[config.mk]
export PLATFORM = sky130hd
export DESIGN_NAME = siso_arb_ctrl_flat
export DESIGN_NICKNAME = d
export VERILOG_FILES = /design/src/rtl/siso_arb_ctrl_if.sv /design/src/rtl/siso_arb_ctrl.sv /design/src/flat_wrapper.sv
export SDC_FILE = /design/constraint.sdc
export NUM_CORES = 1
export LEC_CHECK = 0
export CAP_MARGIN = 20
export CORE_MARGIN = 2
export CORE_UTILIZATION = 45
export DETAILED_ROUTE_END_ITERATION = 16
export GPL_TIMING_DRIVEN = 0
export PLACE_DENSITY_LB_ADDON = 0.3
export SYNTH_ARGS = -nofsm -noshare
export SYNTH_HDL_FRONTEND = slang
export SYNTH_SLANG_ARGS = --single-unit
export TNS_END_PERCENT = 5
[constraint.sdc]
create_clock -name clk -period 1.84 [get_ports clk]
set_input_delay 0.184 -clock clk [delete_from_list [all_inputs] [get_ports clk]]
set_output_delay 0.184 -clock clk [all_outputs]
set_load 0.02 [all_outputs]
[src/rtl/siso_arb_ctrl_if.sv]
// Handshake and serial-out bundle between two parallel producers and the shift-out arbiter.
interface siso_arb_ctrl_if #(
   parameter int WIDTH = 8
) ();
   logic             req0;
   logic [WIDTH-1:0] data0;
   logic             req1;
   logic [WIDTH-1:0] data1;
   logic             ack0;
   logic             ack1;
   logic             sout;
   logic             frame;
   logic             owner;
   logic             busy;
   logic             done;

   modport master (
      output req0, data0, req1, data1,
      input  ack0, ack1, sout, frame, owner, busy, done
   );

   modport slave (
      input  req0, data0, req1, data1,
      output ack0, ack1, sout, frame, owner, busy, done
   );
endinterface

[src/rtl/siso_arb_ctrl.sv]
// Two-requester round-robin arbiter that captures the winner's word and shifts it out MSB-first.
//   state   | meaning
//   S_IDLE  | waiting for a request; arbitrates and captures at the sampling edge
//   S_SHIFT | frame active, one bit per cycle on sout
//   S_GAP   | one-cycle post-frame slot carrying the done pulse
module siso_arb_ctrl #(
   parameter int WIDTH = 8
) (
   input  logic           clk,
   input  logic           rst,
   siso_arb_ctrl_if.slave bus
);
   localparam int CW = (WIDTH > 1) ? $clog2(WIDTH) : 1;
   localparam logic [CW-1:0] CNT_LAST = CW'(WIDTH - 1);

   typedef enum logic [1:0] {S_IDLE, S_SHIFT, S_GAP} state_t;

   state_t           state_q, state_d;
   logic [WIDTH-1:0] shreg_q, shreg_d;
   logic [CW-1:0]    cnt_q, cnt_d;
   logic             ack0_q, ack0_d;
   logic             ack1_q, ack1_d;
   logic             owner_q, owner_d;
   logic             last_q, last_d;
   logic             frame_q, frame_d;
   logic             busy_q, busy_d;
   logic             done_q, done_d;

   // last resets to 1 so requester 0 wins the first contention
   always_ff @(posedge clk or posedge rst) begin
      if (rst) begin
         state_q <= S_IDLE;
         shreg_q <= '0;
         cnt_q   <= '0;
         ack0_q  <= 1'b0;
         ack1_q  <= 1'b0;
         owner_q <= 1'b0;
         last_q  <= 1'b1;
         frame_q <= 1'b0;
         busy_q  <= 1'b0;
         done_q  <= 1'b0;
      end else begin
         state_q <= state_d;
         shreg_q <= shreg_d;
         cnt_q   <= cnt_d;
         ack0_q  <= ack0_d;
         ack1_q  <= ack1_d;
         owner_q <= owner_d;
         last_q  <= last_d;
         frame_q <= frame_d;
         busy_q  <= busy_d;
         done_q  <= done_d;
      end
   end

   logic win;

   always_comb begin
      state_d = state_q;
      shreg_d = shreg_q;
      cnt_d   = cnt_q;
      ack0_d  = 1'b0;
      ack1_d  = 1'b0;
      owner_d = owner_q;
      last_d  = last_q;
      frame_d = frame_q;
      busy_d  = busy_q;
      done_d  = 1'b0;
      win     = (bus.req0 & bus.req1) ? ~last_q : bus.req1;
      unique case (state_q)
         S_IDLE: begin
            frame_d = 1'b0;
            busy_d  = 1'b0;
            if (bus.req0 | bus.req1) begin
               shreg_d = win ? bus.data1 : bus.data0;
               ack0_d  = ~win;
               ack1_d  = win;
               owner_d = win;
               last_d  = win;
               cnt_d   = '0;
               frame_d = 1'b1;
               busy_d  = 1'b1;
               state_d = S_SHIFT;
            end
         end
         S_SHIFT: begin
            shreg_d = {shreg_q[WIDTH-2:0], 1'b0};
            cnt_d   = cnt_q + CW'(1);
            if (cnt_q == CNT_LAST) begin
               cnt_d   = '0;
               frame_d = 1'b0;
               done_d  = 1'b1;
               state_d = S_GAP;
            end
         end
         S_GAP: begin
            busy_d  = 1'b0;
            state_d = S_IDLE;
         end
         default: begin
            state_d = S_IDLE;
            frame_d = 1'b0;
            busy_d  = 1'b0;
         end
      endcase
   end

   assign bus.ack0  = ack0_q;
   assign bus.ack1  = ack1_q;
   assign bus.sout  = frame_q & shreg_q[WIDTH-1];
   assign bus.frame = frame_q;
   assign bus.owner = owner_q;
   assign bus.busy  = busy_q;
   assign bus.done  = done_q;
endmodule

[src/flat_wrapper.sv]
// flat-port wrapper written by rule: the top's interface ports become plain ports
module siso_arb_ctrl_flat 
#(
   parameter int WIDTH = 8
)
  (clk, rst, bus_req0, bus_data0, bus_req1, bus_data1, bus_ack0, bus_ack1, bus_sout, bus_frame, bus_owner, bus_busy, bus_done);
  siso_arb_ctrl_if #(.WIDTH(WIDTH)) bus_i ();
  input  logic clk;
  input  logic rst;
  input wire logic [$bits(bus_i.req0)-1:0] bus_req0;
  input wire logic [$bits(bus_i.data0)-1:0] bus_data0;
  input wire logic [$bits(bus_i.req1)-1:0] bus_req1;
  input wire logic [$bits(bus_i.data1)-1:0] bus_data1;
  output wire logic [$bits(bus_i.ack0)-1:0] bus_ack0;
  output wire logic [$bits(bus_i.ack1)-1:0] bus_ack1;
  output wire logic [$bits(bus_i.sout)-1:0] bus_sout;
  output wire logic [$bits(bus_i.frame)-1:0] bus_frame;
  output wire logic [$bits(bus_i.owner)-1:0] bus_owner;
  output wire logic [$bits(bus_i.busy)-1:0] bus_busy;
  output wire logic [$bits(bus_i.done)-1:0] bus_done;
  assign bus_i.req0 = bus_req0;
  assign bus_i.data0 = bus_data0;
  assign bus_i.req1 = bus_req1;
  assign bus_i.data1 = bus_data1;
  assign bus_ack0 = bus_i.ack0;
  assign bus_ack1 = bus_i.ack1;
  assign bus_sout = bus_i.sout;
  assign bus_frame = bus_i.frame;
  assign bus_owner = bus_i.owner;
  assign bus_busy = bus_i.busy;
  assign bus_done = bus_i.done;
  siso_arb_ctrl #(.WIDTH(WIDTH)) u_core (.clk(clk), .rst(rst), .bus(bus_i));
endmodule
==> summary.txt, run 1 <==
Final layout
  – Cell Count, Final, Fillers Out: 127
  – Area growth, synth to finish: 35.7%
  – Final instance area: 1260 um2
  – Ratio of cells with drive above 1 in the final layout: 21.0%
  – Nets: 123
  – # diodes: 0
  – Fill cells: 172

Placement
  – GP Congestion: 0.724
  – Port bufs: 26
  – Cell count after placement: 123
  – DP HPWL: 1370 um
  – Placed cell area: 1220 um2
  – Pre-CTS WS: 67.7 ps

Timing
  – Fin. max-slew vios: 0
  – Crit share post-route: 87.2%
  – Final min period: 1600 ps
  – Setup TNS: 0 ps
  – Achievable Freq: 623 MHz
  – Clock skew: 0.688 ps
  – Endpoints failing setup: 0
  – Slew margin rel.: 50.5%
  – RSZ-0062 raised after global routing: no
  – Final worst setup slack: 236 ps
  – Final number of hold-violating endpoints: 0
  – Least-Margin Pin Slew: 742 ps

Floorplanning
  – Core box area: 1940 um2
  – Die ar.: 2440 um2
  – Initial Util: 47.7%
  – Rows: 16
  – Die X: 49.4 um
  – I/O pin cnt: 27
  – Height of the die: 49.4 um

Routing
  – Via count: 702
  – Starting DRT DRC Count: 18
  – DR pass1 iterations: 4
  – Post-DR vias/cell: 5.53
  – Post-route ant nets: 0
  – Avg WL per Cell: 14.4 um
  – WL final: 1840 um
  – # DRC: 0

Clock network
  – Sink Count: 20
  – Clock buffer depth: 2
  – CTS Buf Count: 3
  – TritonCTS clock tree: built
  – Clock Latency Late Sink: 290 ps
  – Hold-fix buffers, CTS: 0
  – Root cell of the clock tree: clkbuf_4
  – Worst-path clk slew: 110 ps
  – Post-CTS Setup Inserts: 0
  – Post-CTS sizing: 0
  – H-tree depth: 1

Status
  – Outcome: complete, no violations

Yosys
  – Mapped Nets: 92
  – Yosys warns: 0
  – Cells after synthesis: 70
  – Yosys reg bits: 20
  – Synth Cell Area: 926 um2
  – Post-synthesis cell type count: 27
  – Seq/Total Area, Yosys: 54.2%
  – Syn Area/Cell: 13.2 um2

Worst hold path
  – Hold WC Path Type: primary input to asynchronous set/reset pin

Critical path
  – CP top delay family: buffers and inverters
  – CP Max Fanout: 3
  – Crit path buffers/inverters: 1
  – Crit-path cells: and2_1 > clkdlybuf4s50_1
  – R2r setup slk: 340 ps
  – CP max stage delay: 590 ps
  – CP Class: register to primary output
  – Slowest CP cell: clkdlybuf4s50_1
  – Critical path capture point type: primary output
  – WP data required: 1660 ps
  – Worst path arrival time: 1420 ps
  – Startpoint Class: register

Global routing
  – Total grt overflow: 0
  – Initial antenna violation count: 0
  – Vias in the first global route: 710
  – Largest net degree at the start of global routing: 21
  – First-pass GRT wire length: 3200 um
  – Total GRT Usage: 17.2%

Power
  – Pleak: 0.544 nW
  – VDD IR max: 0.828 mV
  – Pwr Density: 1400 nW/um2
  – Total Power: 1.75 mW

Run
  – Maxcap violations: 0
[final cells by class]
cell class / instances / area (um2) / area share [%]
inverters: 4 / 15.0 / 1.20
well taps: 27 / 33.8 / 2.69
flip-flops and latches: 20 / 502 / 39.9
repair buffers: 26 / 260 / 20.7
clock buffers: 4 / 36.3 / 2.89
multi-input cells: 43 / 379 / 30.2
plain buffers: 3 / 30.0 / 2.39
[flip-flops by register name, indices dropped and copies added, names as in the netlist]
signal            flops
u_core.bus.ack0       1
u_core.shreg_q        8
u_core.last_q         1
u_core.cnt_q          3
u_core.bus.busy       1
u_core.bus.done       1
u_core.bus.owner      1
u_core.state_q        2
u_core.bus.ack1       1
u_core.bus.frame      1
[cells by family after synthesis]
kind of cell	synth area share [%]
compound gates	24.2
flops	54.2
simple gates	10.7
buf+inv	4.86
mux	3.38
fa+ha+maj	2.70
[cells in the mapped netlist (all sizes together)]
cell	n	area, um2
a222oi	1	10.0
buf	3	30.0
a32o	6	60.1
dfrtp	19	475
mux2i	2	20.0
inv	4	15.0
a221o	6	67.6
a22o	2	20.0
and2	4	25.0
o21ai	2	10.0
mux2	1	11.3
dfstp	1	26.3
a21boi	1	18.8
a31oi	1	6.26
nand2	1	3.75
or2	1	8.76
nor3	2	10.0
nor2	2	10.0
nor4	1	21.3
ha	2	25.0
a21oi	3	15.0
o2bb2ai	1	8.76
a21o	1	7.51
nor2b	2	12.5
nor3b	1	7.51
[cell usage in the layout, fill, tap and decap left out]
cell,count
and2_1,4
nor3_1,2
mux2i_1,2
clkbuf_8,1
a21o_1,1
a21oi_1,3
o21ai_0,2
clkbuf_4,3
a22o_2,2
a31oi_1,1
buf_6,2
nor2b_1,2
mux2_2,1
a32o_1,6
buf_4,1
a221o_2,6
o2bb2ai_1,1
ha_1,2
nor3b_1,1
dfstp_2,1
nand2_1,1
nor4_4,1
dfrtp_1,19
inv_1,4
a21boi_4,1
nor2_1,1
or2_4,1
clkdlybuf4s50_1,26
nor2_2,1
a222oi_1,1
[report_power, final]
| group | leakage (nW) | internal, mW | switching (mW) | total, mW |
|---|---|---|---|---|
| logic | 0.271 | 0.435 | 0.342 | 0.777 |
| clock network | 0.0210 | 0.121 | 0.131 | 0.252 |
| registers | 0.251 | 0.620 | 0.106 | 0.726 |
| total | 0.544 | 1.17 | 0.579 | 1.75 |
[layer usage]
layer / vias to the layer above / share of wire (%) / global-route usage, % / routed length, um
li1: 329 / - / - / -
met1: 343 / 45 / 21.9 / 819
met2: 28 / 49 / 28.6 / 898
met3: 2 / 5.6 / 3.07 / 102
met4: 0 / 0.76 / 7.14 / 14
met5: - / 0 / 0 / 0
[path summary, 6_finish.rpt]
path | startpoint | end | cells past startpoint
min in group clk | u_core.bus.owner | u_core.bus.owner | 1
max reg2reg | u_core.state_q[0] | u_core.bus.owner | 4
max | u_core.bus.frame | bus_sout | 2
min | rst | u_core.bus.done | 2
min reg2reg | u_core.bus.owner | u_core.bus.owner | 1
max in group asynchronous | rst | u_core.shreg_q[5] | 2
[metrics by stage]
step,hold WS (ps),utilization [%]
floorplan,147,-
global placement,459,62.8
detailed placement,469,62.8
CTS,322,64.7
global route,370,64.7
finish,301,64.7
No activity file was read; power rests on OpenSTA's default activity.
==> run 2, diff against run 1 <==
Settings changed: CAP_MARGIN 20 to default.
==> results of run 2 <==
Same layout as run 1: the final DEF is identical, and so are final timing and power.
